<file path="src/rtl/captura_jogada.sv">
// captura_jogada: play-capture front end for the ultimate tic-tac-toe board.
// Synchronises the raw buttons, filters bounce, rejects multi-button presses,
// latches the accepted press into the macro or micro one-hot register and
// offers its index through a valid/ack handshake. A full release is needed
// before the next play is taken.
// Build option: define CAPTURA_DEBOUNCE_EN to require DEBOUNCE_CYCLES extra
// stable cycles before a press is decided; without it the first nonzero
// synchronised sample is decided immediately.
module captura_jogada #(
    parameter int N_BOTOES        = 9,
    parameter int DEBOUNCE_CYCLES = 4,
    parameter int IDX_W           = 4
) (
    input  logic                clock,
    input  logic                reset,
    input  logic [N_BOTOES-1:0] botoes,
    input  logic                destino,
    input  logic                clear_macro,
    input  logic                clear_micro,
    input  logic                jogada_ack,
    output logic                jogada_valid,
    output logic [IDX_W-1:0]    posicao,
    output logic                erro_multiplo,
    output logic [N_BOTOES-1:0] leds,
    output logic [N_BOTOES-1:0] db_macro,
    output logic [N_BOTOES-1:0] db_micro,
    output logic [1:0]          db_estado
);

    if (DEBOUNCE_CYCLES < 1) begin : g_param_invalid
        $error("DEBOUNCE_CYCLES must be >= 1");
    end

    typedef enum logic [1:0] {
        OCIOSO     = 2'b00,
        ESTAVEL    = 2'b01,
        ESPERA_ACK = 2'b10,
        SOLTA      = 2'b11
    } estado_t;

    estado_t             estado, estado_next;
    logic [N_BOTOES-1:0] sync_p0, botoes_s;
    logic [N_BOTOES-1:0] cand;
    logic                aceita, rejeita;

`ifdef CAPTURA_DEBOUNCE_EN
    localparam int CNT_W = $clog2(DEBOUNCE_CYCLES) + 1;
    logic [CNT_W-1:0]    cnt, cnt_next;
    logic [N_BOTOES-1:0] amostra, amostra_next;
`endif

    function automatic logic one_hot(input logic [N_BOTOES-1:0] v);
        return (v != '0) && ((v & (v - N_BOTOES'(1))) == '0);
    endfunction

    function automatic logic [IDX_W-1:0] indice(input logic [N_BOTOES-1:0] v);
        logic [IDX_W-1:0] idx;
        idx = '0;
        for (int i = 0; i < N_BOTOES; i++) begin
            if (v[i]) idx = IDX_W'(i);
        end
        return idx;
    endfunction

    // Two-flop synchroniser for the asynchronous buttons
    always_ff @(posedge clock) begin
        if (reset) begin
            sync_p0  <= '0;
            botoes_s <= '0;
        end else begin
            sync_p0  <= botoes;
            botoes_s <= sync_p0;
        end
    end

    // State register plus debounce sample and counter
    always_ff @(posedge clock) begin
        if (reset) begin
            estado  <= OCIOSO;
`ifdef CAPTURA_DEBOUNCE_EN
            cnt     <= '0;
            amostra <= '0;
`endif
        end else begin
            estado  <= estado_next;
`ifdef CAPTURA_DEBOUNCE_EN
            cnt     <= cnt_next;
            amostra <= amostra_next;
`endif
        end
    end

    // Next-state logic and the accept/reject decision
    always_comb begin
        estado_next  = estado;
        aceita       = 1'b0;
        rejeita      = 1'b0;
        cand         = botoes_s;
`ifdef CAPTURA_DEBOUNCE_EN
        cnt_next     = cnt;
        amostra_next = amostra;
`endif
        case (estado)
            OCIOSO: begin
                if (botoes_s != '0) begin
`ifdef CAPTURA_DEBOUNCE_EN
                    amostra_next = botoes_s;
                    cnt_next     = '0;
                    estado_next  = ESTAVEL;
`else
                    if (one_hot(botoes_s)) begin
                        aceita      = 1'b1;
                        estado_next = ESPERA_ACK;
                    end else begin
                        rejeita     = 1'b1;
                        estado_next = SOLTA;
                    end
`endif
                end
            end
            ESTAVEL: begin
`ifdef CAPTURA_DEBOUNCE_EN
                cand = amostra;
                if (botoes_s != amostra) begin
                    estado_next = OCIOSO;
                end else if (cnt == CNT_W'(DEBOUNCE_CYCLES - 1)) begin
                    if (one_hot(amostra)) begin
                        aceita      = 1'b1;
                        estado_next = ESPERA_ACK;
                    end else begin
                        rejeita     = 1'b1;
                        estado_next = SOLTA;
                    end
                end else begin
                    cnt_next = cnt + CNT_W'(1);
                end
`else
                estado_next = OCIOSO;
`endif
            end
            ESPERA_ACK: begin
                if (jogada_ack) estado_next = SOLTA;
            end
            SOLTA: begin
                if (botoes_s == '0) estado_next = OCIOSO;
            end
            default: estado_next = OCIOSO;
        endcase
    end

    // Handshake, index, error pulse and the one-hot play registers
    always_ff @(posedge clock) begin
        if (reset) begin
            jogada_valid  <= 1'b0;
            posicao       <= '0;
            erro_multiplo <= 1'b0;
            db_macro      <= '0;
            db_micro      <= '0;
        end else begin
            erro_multiplo <= rejeita;
            if (aceita) begin
                jogada_valid <= 1'b1;
                posicao      <= indice(cand);
            end else if (estado == ESPERA_ACK && jogada_ack) begin
                jogada_valid <= 1'b0;
            end
            if (clear_macro) db_macro <= '0;
            else if (aceita && !destino) db_macro <= cand;
            if (clear_micro) db_micro <= '0;
            else if (aceita && destino) db_micro <= cand;
        end
    end

    assign leds      = botoes_s;
    assign db_estado = estado;

endmodule

</file>
<file path="config.mk">
export PLATFORM = sky130hd
export DESIGN_NAME = captura_jogada
export DESIGN_NICKNAME = d
export VERILOG_FILES = /design/src/rtl/captura_jogada.sv
export SDC_FILE = /design/constraint.sdc
export NUM_CORES = 1
export LEC_CHECK = 0
export BUFFER_PORTS_ARGS = -buffer_cell sky130_fd_sc_hd__buf_2
export CORE_MARGIN = 2
export CORE_UTILIZATION = 50
export CTS_BUF_LIST = sky130_fd_sc_hd__clkbuf_16
export DETAILED_ROUTE_END_ITERATION = 8
export GPL_TIMING_DRIVEN = 0
export PLACE_DENSITY = 0.78
export SETUP_SLACK_MARGIN = 0.3
export SYNTH_ARGS = -nofsm -noshare
export SYNTH_HDL_FRONTEND = slang
export SYNTH_SLANG_ARGS = --single-unit
</file>
<file path="constraint.sdc">
create_clock -name clock -period 3 [get_ports clock]
set_clock_uncertainty 0.05 [all_clocks]
set_input_delay 0.15 -clock clock [delete_from_list [all_inputs] [get_ports clock]]
set_output_delay 0.15 -clock clock [all_outputs]
set_load 0.01 [all_outputs]
</file>
==> metrics.md, run 1 <==
| Metric | Value |
|---|---|
| Status | finished clean |
| Asr flop ratio synth | 0% |
| Hpwl dp | between 2000 and 2500 µm |
| Data arrival time of the worst path | between 2000 and 3000 ps |
| Finished layout cell area | between 2000 and 2500 µm² |
| PD cells | 603 nW/µm² |
| GP Congestion | around 0.77 |
| Hold Fails Final Rpt | 0 |
| Worst Setup Path Type | flip-flop to flip-flop |
| Synth Area in Compound Gates | 6.61% |
| Met2 GRT Util | between 20% and 30% |
| Vias per std cell | roughly 4.8 |
| H-tree Lvls | 2 |
| Mapped Nets | between 150 and 200 |
| Final Non-Filler Cells | between 200 and 300 |
| # setup viols final | 0 |
| DRC | 0 |
| Cell Area, Synth | between 1500 and 2000 µm² |
| Fillers | approximately 290 |
| Clk buf depth | 2 |
| M3 GR Usage | between 7 and 8% |
| Clock transition at path regs | ~60 ps |
| LEAKAGE | about 0.001 µW |
| Syn. warnings | 0 |
| Nets | 243 |
| First-pass GRT wire length | a little under 5000 µm |
| Tcrit/Tclk final | between 70% and 80% |
| Initial Util | between 50 and 60% |
| Mux cell area share after synthesis | between 10% and 20% |
| Yosys top cell area share | 52.3% |
| Share of layout cells above drive strength 1 | between 20% and 30% |
| Max-cap viol count | 0 |
| Clock root buffer master | clkbuf_16 |
| Tmin final | 2390 ps |
| Synth unique cells | 31 |
| Setup bufs post-CTS | 0 |
| Largest net degree at the start of global routing | 14 |
| Vias in the first global route | 1065 |
| DRT Pass-1 Iters | 4 |
| Num CTS Buffers | 5 |
| Placed instance count | 267 |
| Synth Area in Adders | less than 1% |
| GRT Resource Usage Total | a little under a fifth |
| Syn Inst Count | roughly 170 |
| CTS tree | built |
| Via count | ~1300 |
| Peak VDD IR | around 480 µV |
| Post-synthesis sequential area ratio | around 52% |
| N_diodes | 0 |
| Total routed wirelength | between 3000 and 4000 µm |
| Worst setup EP type | flip-flop |
| Final max-slew violation count | 0 |
| Post-Place Worst Slack | slightly above 600 ps |
| GRT busiest layer | met2 |
| Worst Max-Slew Pin Slew | between 800 and 900 ps |
| RSZ-0062 raised after global routing | no |
| Max FO, Critical Path | 10 |
| Worst stage delay on the critical path | ~590 ps |
| Final setup margin | between 600 and 700 ps |
| Post-synth top cells | dfxtp_1, nor2_1, mux2i_1, nand2_1, nor2b_1 |
| Slew headroom | 45.2% |
| Initial drt markers | 45 |
| Clock Sinks | 44 |
| Achievable frequency | roughly 420 MHz |
| Hold buffer count at cts | 0 |
| EDFF count, synth | 0 |
| # resized after CTS | 0 |
| Port Buffer Count | just under 50 |
| Chip height | around 62 µm |
| Yosys reg bits | 44 |
| Core box area | around 3300 µm² |
| CP cell instances | buf_4, or4b_2, nor3_1, nor4_1, a2111oi_4, buf_6, mux2i_1, nor2_1 |
| Simple-gate portion of the synthesized area | between 20% and 30% |
| Gr ovfl total | 0 |
| I/O pins | 50 |
| Antenna viol nets, final | 0 |
| Most frequent cell after synthesis | dfxtp_1 |
| Final TNS setup | 0 ps |
| Slowest library cell on the worst path | or4b_2 |
| Largest area contributor in the netlist | dfxtp_1 |
| Initial antenna violation count | 0 |
| Cell row count | 21 |
| Mapped Avg Cell Area | between 9 and 10 µm² |
| Post-Synth XOR/XNOR Area | 0% |
| Worst hold path class | primary input to flip-flop |
| Area contributors post-synth | dfxtp_1, mux2i_1, nor2b_1, nor2_1, nand2_1 |
| Clock latency on the worst-skew pair | 280 ps |
| Die Area | about 3800 µm² |
| CP required | 3110 ps |
| Drt wl/cell | 11.4 µm |
| Area Overhead vs Synth | 26.2% |
| Die boundary width | approximately 62 µm |
| Placed Area | roughly 2000 µm² |
| Met1 Use GR | 23.4% |
| CP Launch Type | flip-flop |
| Largest family of logic cells by synthesized area | simple AND/OR/NAND/NOR gates |
| Main flop type after synthesis | dfxtp_1 |
-- worst paths after layout --
path,cells after the start,start,slack [ps],to
max reg2reg,8,leds[8],610,db_macro[0]
min,2,botoes[4],20,sync_p0[4]
min reg2reg,1,sync_p0[3],380,leds[3]
max,8,leds[8],610,db_macro[0]
-- metal layers --
metal	up-vias	routed length (µm)	part of all wire [%]
met5	-	0	0
met4	0	60	1.9
met3	6	174	5.6
met2	33	1420	46
met1	579	1460	47
li1	686	-	-
-- critical path: cells and delay by family, from the launching register on --
kind | cells | cell delay (ps)
AOI/OAI and AO/OA | 1 | 320
DFF | 1 | 360
buffers and inverters | 2 | 390
and+or+nand+nor | 4 | 930
muxes | 1 | 220
-- per-stage QoR --
stage / hold slack (ps) / utilization [%] / total power [µW]
6_report: 20.5 / 64.7 / 1280
5_1_grt: 23.8 / 64.7 / 1340
3_5_place_dp: 312 / 60.5 / 788
4_1_cts: 17.4 / 64.7 / 1290
2_1_floorplan: 228 / - / 742
3_3_place_gp: 308 / 60.5 / 785
-- power by group --
| group | total [µW] | internal [µW] | leakage [µW] | switching [µW] |
|---|---|---|---|---|
| clock network | 507 | 301 | 0.0000657 | 205 |
| logic | 146 | 67.9 | 0.000546 | 77.9 |
| registers | 629 | 608 | 0.000360 | 20.3 |
| total | 1280 | 978 | 0.000972 | 304 |
-- cell type report --
class                      instances  area [µm²]  area share, %
buffer                             8        42.5           2.00
clock buffer                       5         125           5.89
clock inverter                     2        12.5          0.589
inverter                           3        11.3          0.530
multi-input combinational        117         749           35.3
sequential                        44         881           41.5
tap                               46        57.6           2.71
timing repair buffer              49         245           11.5
-- sequential cells by signal, summed over array words and instances, names as in the netlist --
| signal | cells |
|---|---|
| db_micro | 9 |
| db_macro | 9 |
| erro_multiplo | 1 |
| sync_p0 | 9 |
| leds | 9 |
| posicao | 4 |
| db_estado | 2 |
| jogada_valid | 1 |
-- cells by family after synthesis --
logic type	count (synthesis)
AO/OA/AOI/OAI	14
flip-flops	44
multiplexers	22
buffers and inverters	11
AND/OR/NAND/NOR	80
adder cells (fa/ha/maj)	1
-- cell usage in the layout, fill, tap and decap left out, drive strengths merged --
cell type,instances
a2111o,1
a2111oi,1
a21boi,1
a21oi,5
a31oi,1
and2,1
buf,53
clkbuf,9
clkinv,1
clkinvlp,1
dfxtp,44
inv,3
maj3,1
mux2,1
mux2i,21
nand2,21
nand2b,2
nand3,2
nand4b,1
nor2,24
nor2b,18
nor3,4
nor4,1
o211ai,1
o21ai,3
o31ai,1
or2,1
or4,1
or4b,4
(Power assumes the default switching activity.)
==> run 2: changes to the inputs <==
--- a/config.mk
+++ b/config.mk
@@ -5,13 +5,14 @@
 export SDC_FILE = /design/constraint.sdc
 export NUM_CORES = 1
 export LEC_CHECK = 0
+export ABC_AREA = 1
 export BUFFER_PORTS_ARGS = -buffer_cell sky130_fd_sc_hd__buf_2
 export CORE_MARGIN = 2
 export CORE_UTILIZATION = 50
 export CTS_BUF_LIST = sky130_fd_sc_hd__clkbuf_16
 export DETAILED_ROUTE_END_ITERATION = 8
 export GPL_TIMING_DRIVEN = 0
-export PLACE_DENSITY = 0.78
+export PLACE_DENSITY = 0.77
 export SETUP_SLACK_MARGIN = 0.3
 export SYNTH_ARGS = -nofsm -noshare
 export SYNTH_HDL_FRONTEND = slang
==> constraint.sdc (replaced) <==
create_clock -name clock -period 2.45 [get_ports clock]
set_clock_uncertainty 0.05 [all_clocks]
set_input_delay 0.1225 -clock clock [delete_from_list [all_inputs] [get_ports clock]]
set_output_delay 0.1225 -clock clock [all_outputs]
set_load 0.01 [all_outputs]
==> run 2 against run 1 <==
  * Via count rose by 30%
  * Synthesized cell count rose by 53%
  * Combinational power rose to 2.9 times the previous value
  * Highest routed layer unchanged
  * Largest cell class unchanged
  * Utilization grew 2.2 points
  * Non-clock buffer count grew 6
  * Critical path type unchanged
  * First-iteration DRC count is 18% higher
  * Register-to-register slack improved by 90 ps
==> metrics.md, run 2 <==
| Metric | Value |
|---|---|
| Hold path endpoint | sync_p0[5] (was sync_p0[4]) |
| I/O pins | 50 (unchanged) |
| Clock transition at path regs | 60 ps (about the same) |
| Hold_ws | 4.60 ps (was 20.5 ps) |
| Hold path startpoint | botoes[5] (was botoes[4]) |
| EDFF count, synth | 0 (unchanged) |
| First-pass GRT wire length | 6200 µm (was 4890 µm) |
| DRC | 0 (unchanged) |
| Vias in the first global route | 1526 (was 1065) |
| Clock share of power | 37.9% (was 39.6%) |
| Gr ovfl total | 0 (unchanged) |
| Achievable frequency | 572 MHz (was 418 MHz) |
| # setup viols final | 0 (unchanged) |
| Most frequent cells in the layout | inv_1, nand2_1, nor2_1 (was buf_2, dfxtp_1, nor2_1) |
| GRT Resource Usage Total | 19.1% (was 18.4%) |
| WL met2 | 1890 µm (was 1420 µm) |
| Clock root buffer master | clkbuf_16 (unchanged) |
| Synth unique cells | 22 (was 31) |
| Yosys reg bits | 44 (unchanged) |
| Data arrival time of the worst path | 1880 ps (was 2500 ps) |
| Drt wl/cell | 10.2 µm (was 11.4 µm) |
| CP Launch Type | flip-flop (unchanged) |
| Initial antenna violation count | 0 (unchanged) |
| Die Area | 4220 µm² (was 3850 µm²) |
| Tcrit/Tclk final | 71.3% (was 79.7%) |
| Main flop type after synthesis | dfxtp_1 (unchanged) |
| DRT met1 WL | 1690 µm (was 1460 µm) |
| Clock latency on the worst-skew pair | 290 ps (was 280 ps) |
| Port Buffer Count | 48 (was 49) |
| Status | finished clean (unchanged) |
| Core box area | 3610 µm² (was 3280 µm²) |
| # resized after CTS | 0 (unchanged) |
| LEAKAGE | 0.00128 µW (was 0.000972 µW) |
| Worst Max-Slew Pin Slew | 519 ps (was 814 ps) |
| RSZ-0062 raised after global routing | no (unchanged) |
| Mapped Nets | 278 (was 187) |
| Clk buf depth | 2 (unchanged) |
| Max FO, Critical Path | 10 (unchanged) |
| Initial drt markers | 53 (was 45) |
| Sequential share of power | 41.1% (was 49.1%) |
| Hpwl dp | 2720 µm (was 2240 µm) |
| Worst hold path cell count | 3 (was 2) |
| Fillers | 314 (was 285) |
| Syn Inst Count | 263 (was 172) |
| Area Overhead vs Synth | 29.8% (was 26.2%) |
| Largest net degree at the start of global routing | 16 (was 14) |
| Multi-input logic area | 717 µm² (was 749 µm²) |
| R2R Path End | db_micro[7] (was db_macro[0]) |
| Comb pwr share | 21.0% (was 11.4%) |
| Commonest non-fill, non-tap cell in the layout | inv_1 (was buf_2) |
| Total routed wirelength | 3830 µm (was 3120 µm) |
| Post-synthesis sequential area ratio | 47.4% (was 52.3%) |
| Nets | 341 (was 243) |
| Num CTS Buffers | 5 (unchanged) |
| Chip height | 65.0 µm (was 62.0 µm) |
| Met3 WL | 198 µm (was 174 µm) |
| R2R depth | 9 (was 8) |
| Final TNS setup | 0 ps (unchanged) |
| Largest area contributor in the netlist | dfxtp_1 (unchanged) |
| Clock Sinks | 44 (unchanged) |
| Die boundary width | 65.0 µm (was 62.0 µm) |
| GP Congestion | 0.823 (was 0.774) |
| CP required | 2580 ps (was 3110 ps) |
| Initial Util | 51.5% (was 51.3%) |
| Sw Pwr | 578 µW (was 304 µW) |
| CTS tree | built (unchanged) |
| Peak VDD IR | 595 µV (was 481 µV) |
| PD cells | 827 nW/µm² (was 603 nW/µm²) |
| Vias per std cell | 4.54 (was 4.76) |
| FF-to-FF setup slack | 700 ps (was 610 ps) |
| Most frequent cell after synthesis | inv_1 (was dfxtp_1) |
| Worst R2R Start | leds[2] (was leds[8]) |
| Tmin final | 1750 ps (was 2390 ps) |
| Post-synth top cells | inv_1, nand2_1, nor2_1, dfxtp_1 (was dfxtp_1, nor2_1, mux2i_1, nand2_1, nor2b_1) |
| Area contributors post-synth | dfxtp_1, inv_1, nand2_1, nor2_1, nand4_1 (was dfxtp_1, mux2i_1, nor2b_1, nor2_1, nand2_1) |
| Final max-slew violation count | 0 (unchanged) |
| Share of layout cells above drive strength 1 | 23.2% (was 29.8%) |
| Slew headroom | 65.3% (was 45.2%) |
| Hold Fails Final Rpt | 0 (unchanged) |
| Sw Share | 29.0% (was 23.7%) |
| Placed Area | 2160 µm² (was 1990 µm²) |
| DRT Pass-1 Iters | 4 (unchanged) |
| H-tree Lvls | 2 (unchanged) |
| Cell Area, Synth | 1860 µm² (was 1680 µm²) |
| Sequential Area | 881 µm² (unchanged) |
| Worst hold path class | primary input to flip-flop (unchanged) |
| Mapped Avg Cell Area | 7.06 µm² (was 9.79 µm²) |
| Finished layout cell area | 2410 µm² (was 2120 µm²) |
| Internal Power | 1420 µW (was 978 µW) |
| Antenna viol nets, final | 0 (unchanged) |
| Yosys top cell area share | 47.4% (was 52.3%) |
| Top Layer Used | met4 (unchanged) |
| N_diodes | 0 (unchanged) |
| Syn. warnings | 0 (unchanged) |
| Worst setup EP type | flip-flop (unchanged) |
| Cell row count | 22 (was 21) |
| Via count | 1701 (was 1304) |
| Worst Setup Path Type | flip-flop to flip-flop (unchanged) |
| Asr flop ratio synth | 0% (unchanged) |
| Max-cap viol count | 0 (unchanged) |
## run 2: cell count changes after synthesis, sizes merged, moves of 4 or more
cell	change
inv	+56
mux2i	-21
nand2	+34
nand3	+9
nand4	+11
nor2	+36
nor2b	-18
nor3	-4
o21ai	+4
or4b	-4
## run 2: cell type report
| cell class | count | area share, % |
|---|---|---|
| Buffer | 7 | 1.45 |
| Clock buffer | 5 | 5.19 |
| Clock inverter | 3 | 1.97 |
| Inverter | 60 | 9.34 |
| Multi-Input combinational cell | 152 | 29.7 |
| Sequential cell | 44 | 36.5 |
| Tap cell | 48 | 2.49 |
| Timing Repair Buffer | 56 | 13.3 |
## run 2: repair_timing
action | 4_1_cts | 5_1_grt
hold endpoints to repair | 8 | 0
buffers inserted | 0 | 0
setup endpoints to repair | 0 | 0
hold buffers | 8 | 0
## run 2: logic make-up after synthesis
group	synth area share, %
buffers and inverters	14.0
AO/OA/AOI/OAI	4.38
AND/OR/NAND/NOR	34.2
flip-flops	47.4
## run 2: worst max path at each step
stage | start | endpoint | slack (ps)
final | leds[2] | db_micro[7] | 700
after global routing | leds[1] | db_micro[6] | 560
after CTS | leds[6] | db_micro[5] | 710
after detailed placement | leds[2] | db_micro[5] | 730
after global placement | leds[3] | db_micro[2] | 760
after floorplan | leds[6] | db_micro[1] | 910
## run 2: power groups by stage
stage          sequential [µW]  combinational, µW  clock, µW
6_report                   819                420        756
5_1_grt                    825                472        797
4_1_cts                    820                420        762
3_5_place_dp               835                407          0
3_3_place_gp               834                399          0
2_1_floorplan              855                269          0
## run 2: through the flow
step	worst slack (ps)	instances	total power (µW)	util (%)
floorplan	913	263	1120	-
global placement	763	359	1230	59.9
detailed placement	728	359	1240	59.9
CTS	712	375	2000	66.9
global route	560	375	2090	66.9
finish	702	375	1990	66.9
## run 2: per-layer routing
layer	vias up	track usage, %
li1	905	-
met1	750	21.7
met2	39	33.6
met3	7	6.77
met4	0	5.59
met5	-	0
## run 2: worst max-delay path, cell delays in order, from the launching register on
cell and delay (ps):
dfxtp_1 390, nor2_4 160, nand2_2 100, a21oi_1 160, o21ai_1 100, nor2_2 220, buf_2 240, nand4_1 110
nand2_1 80, nor2_1 40
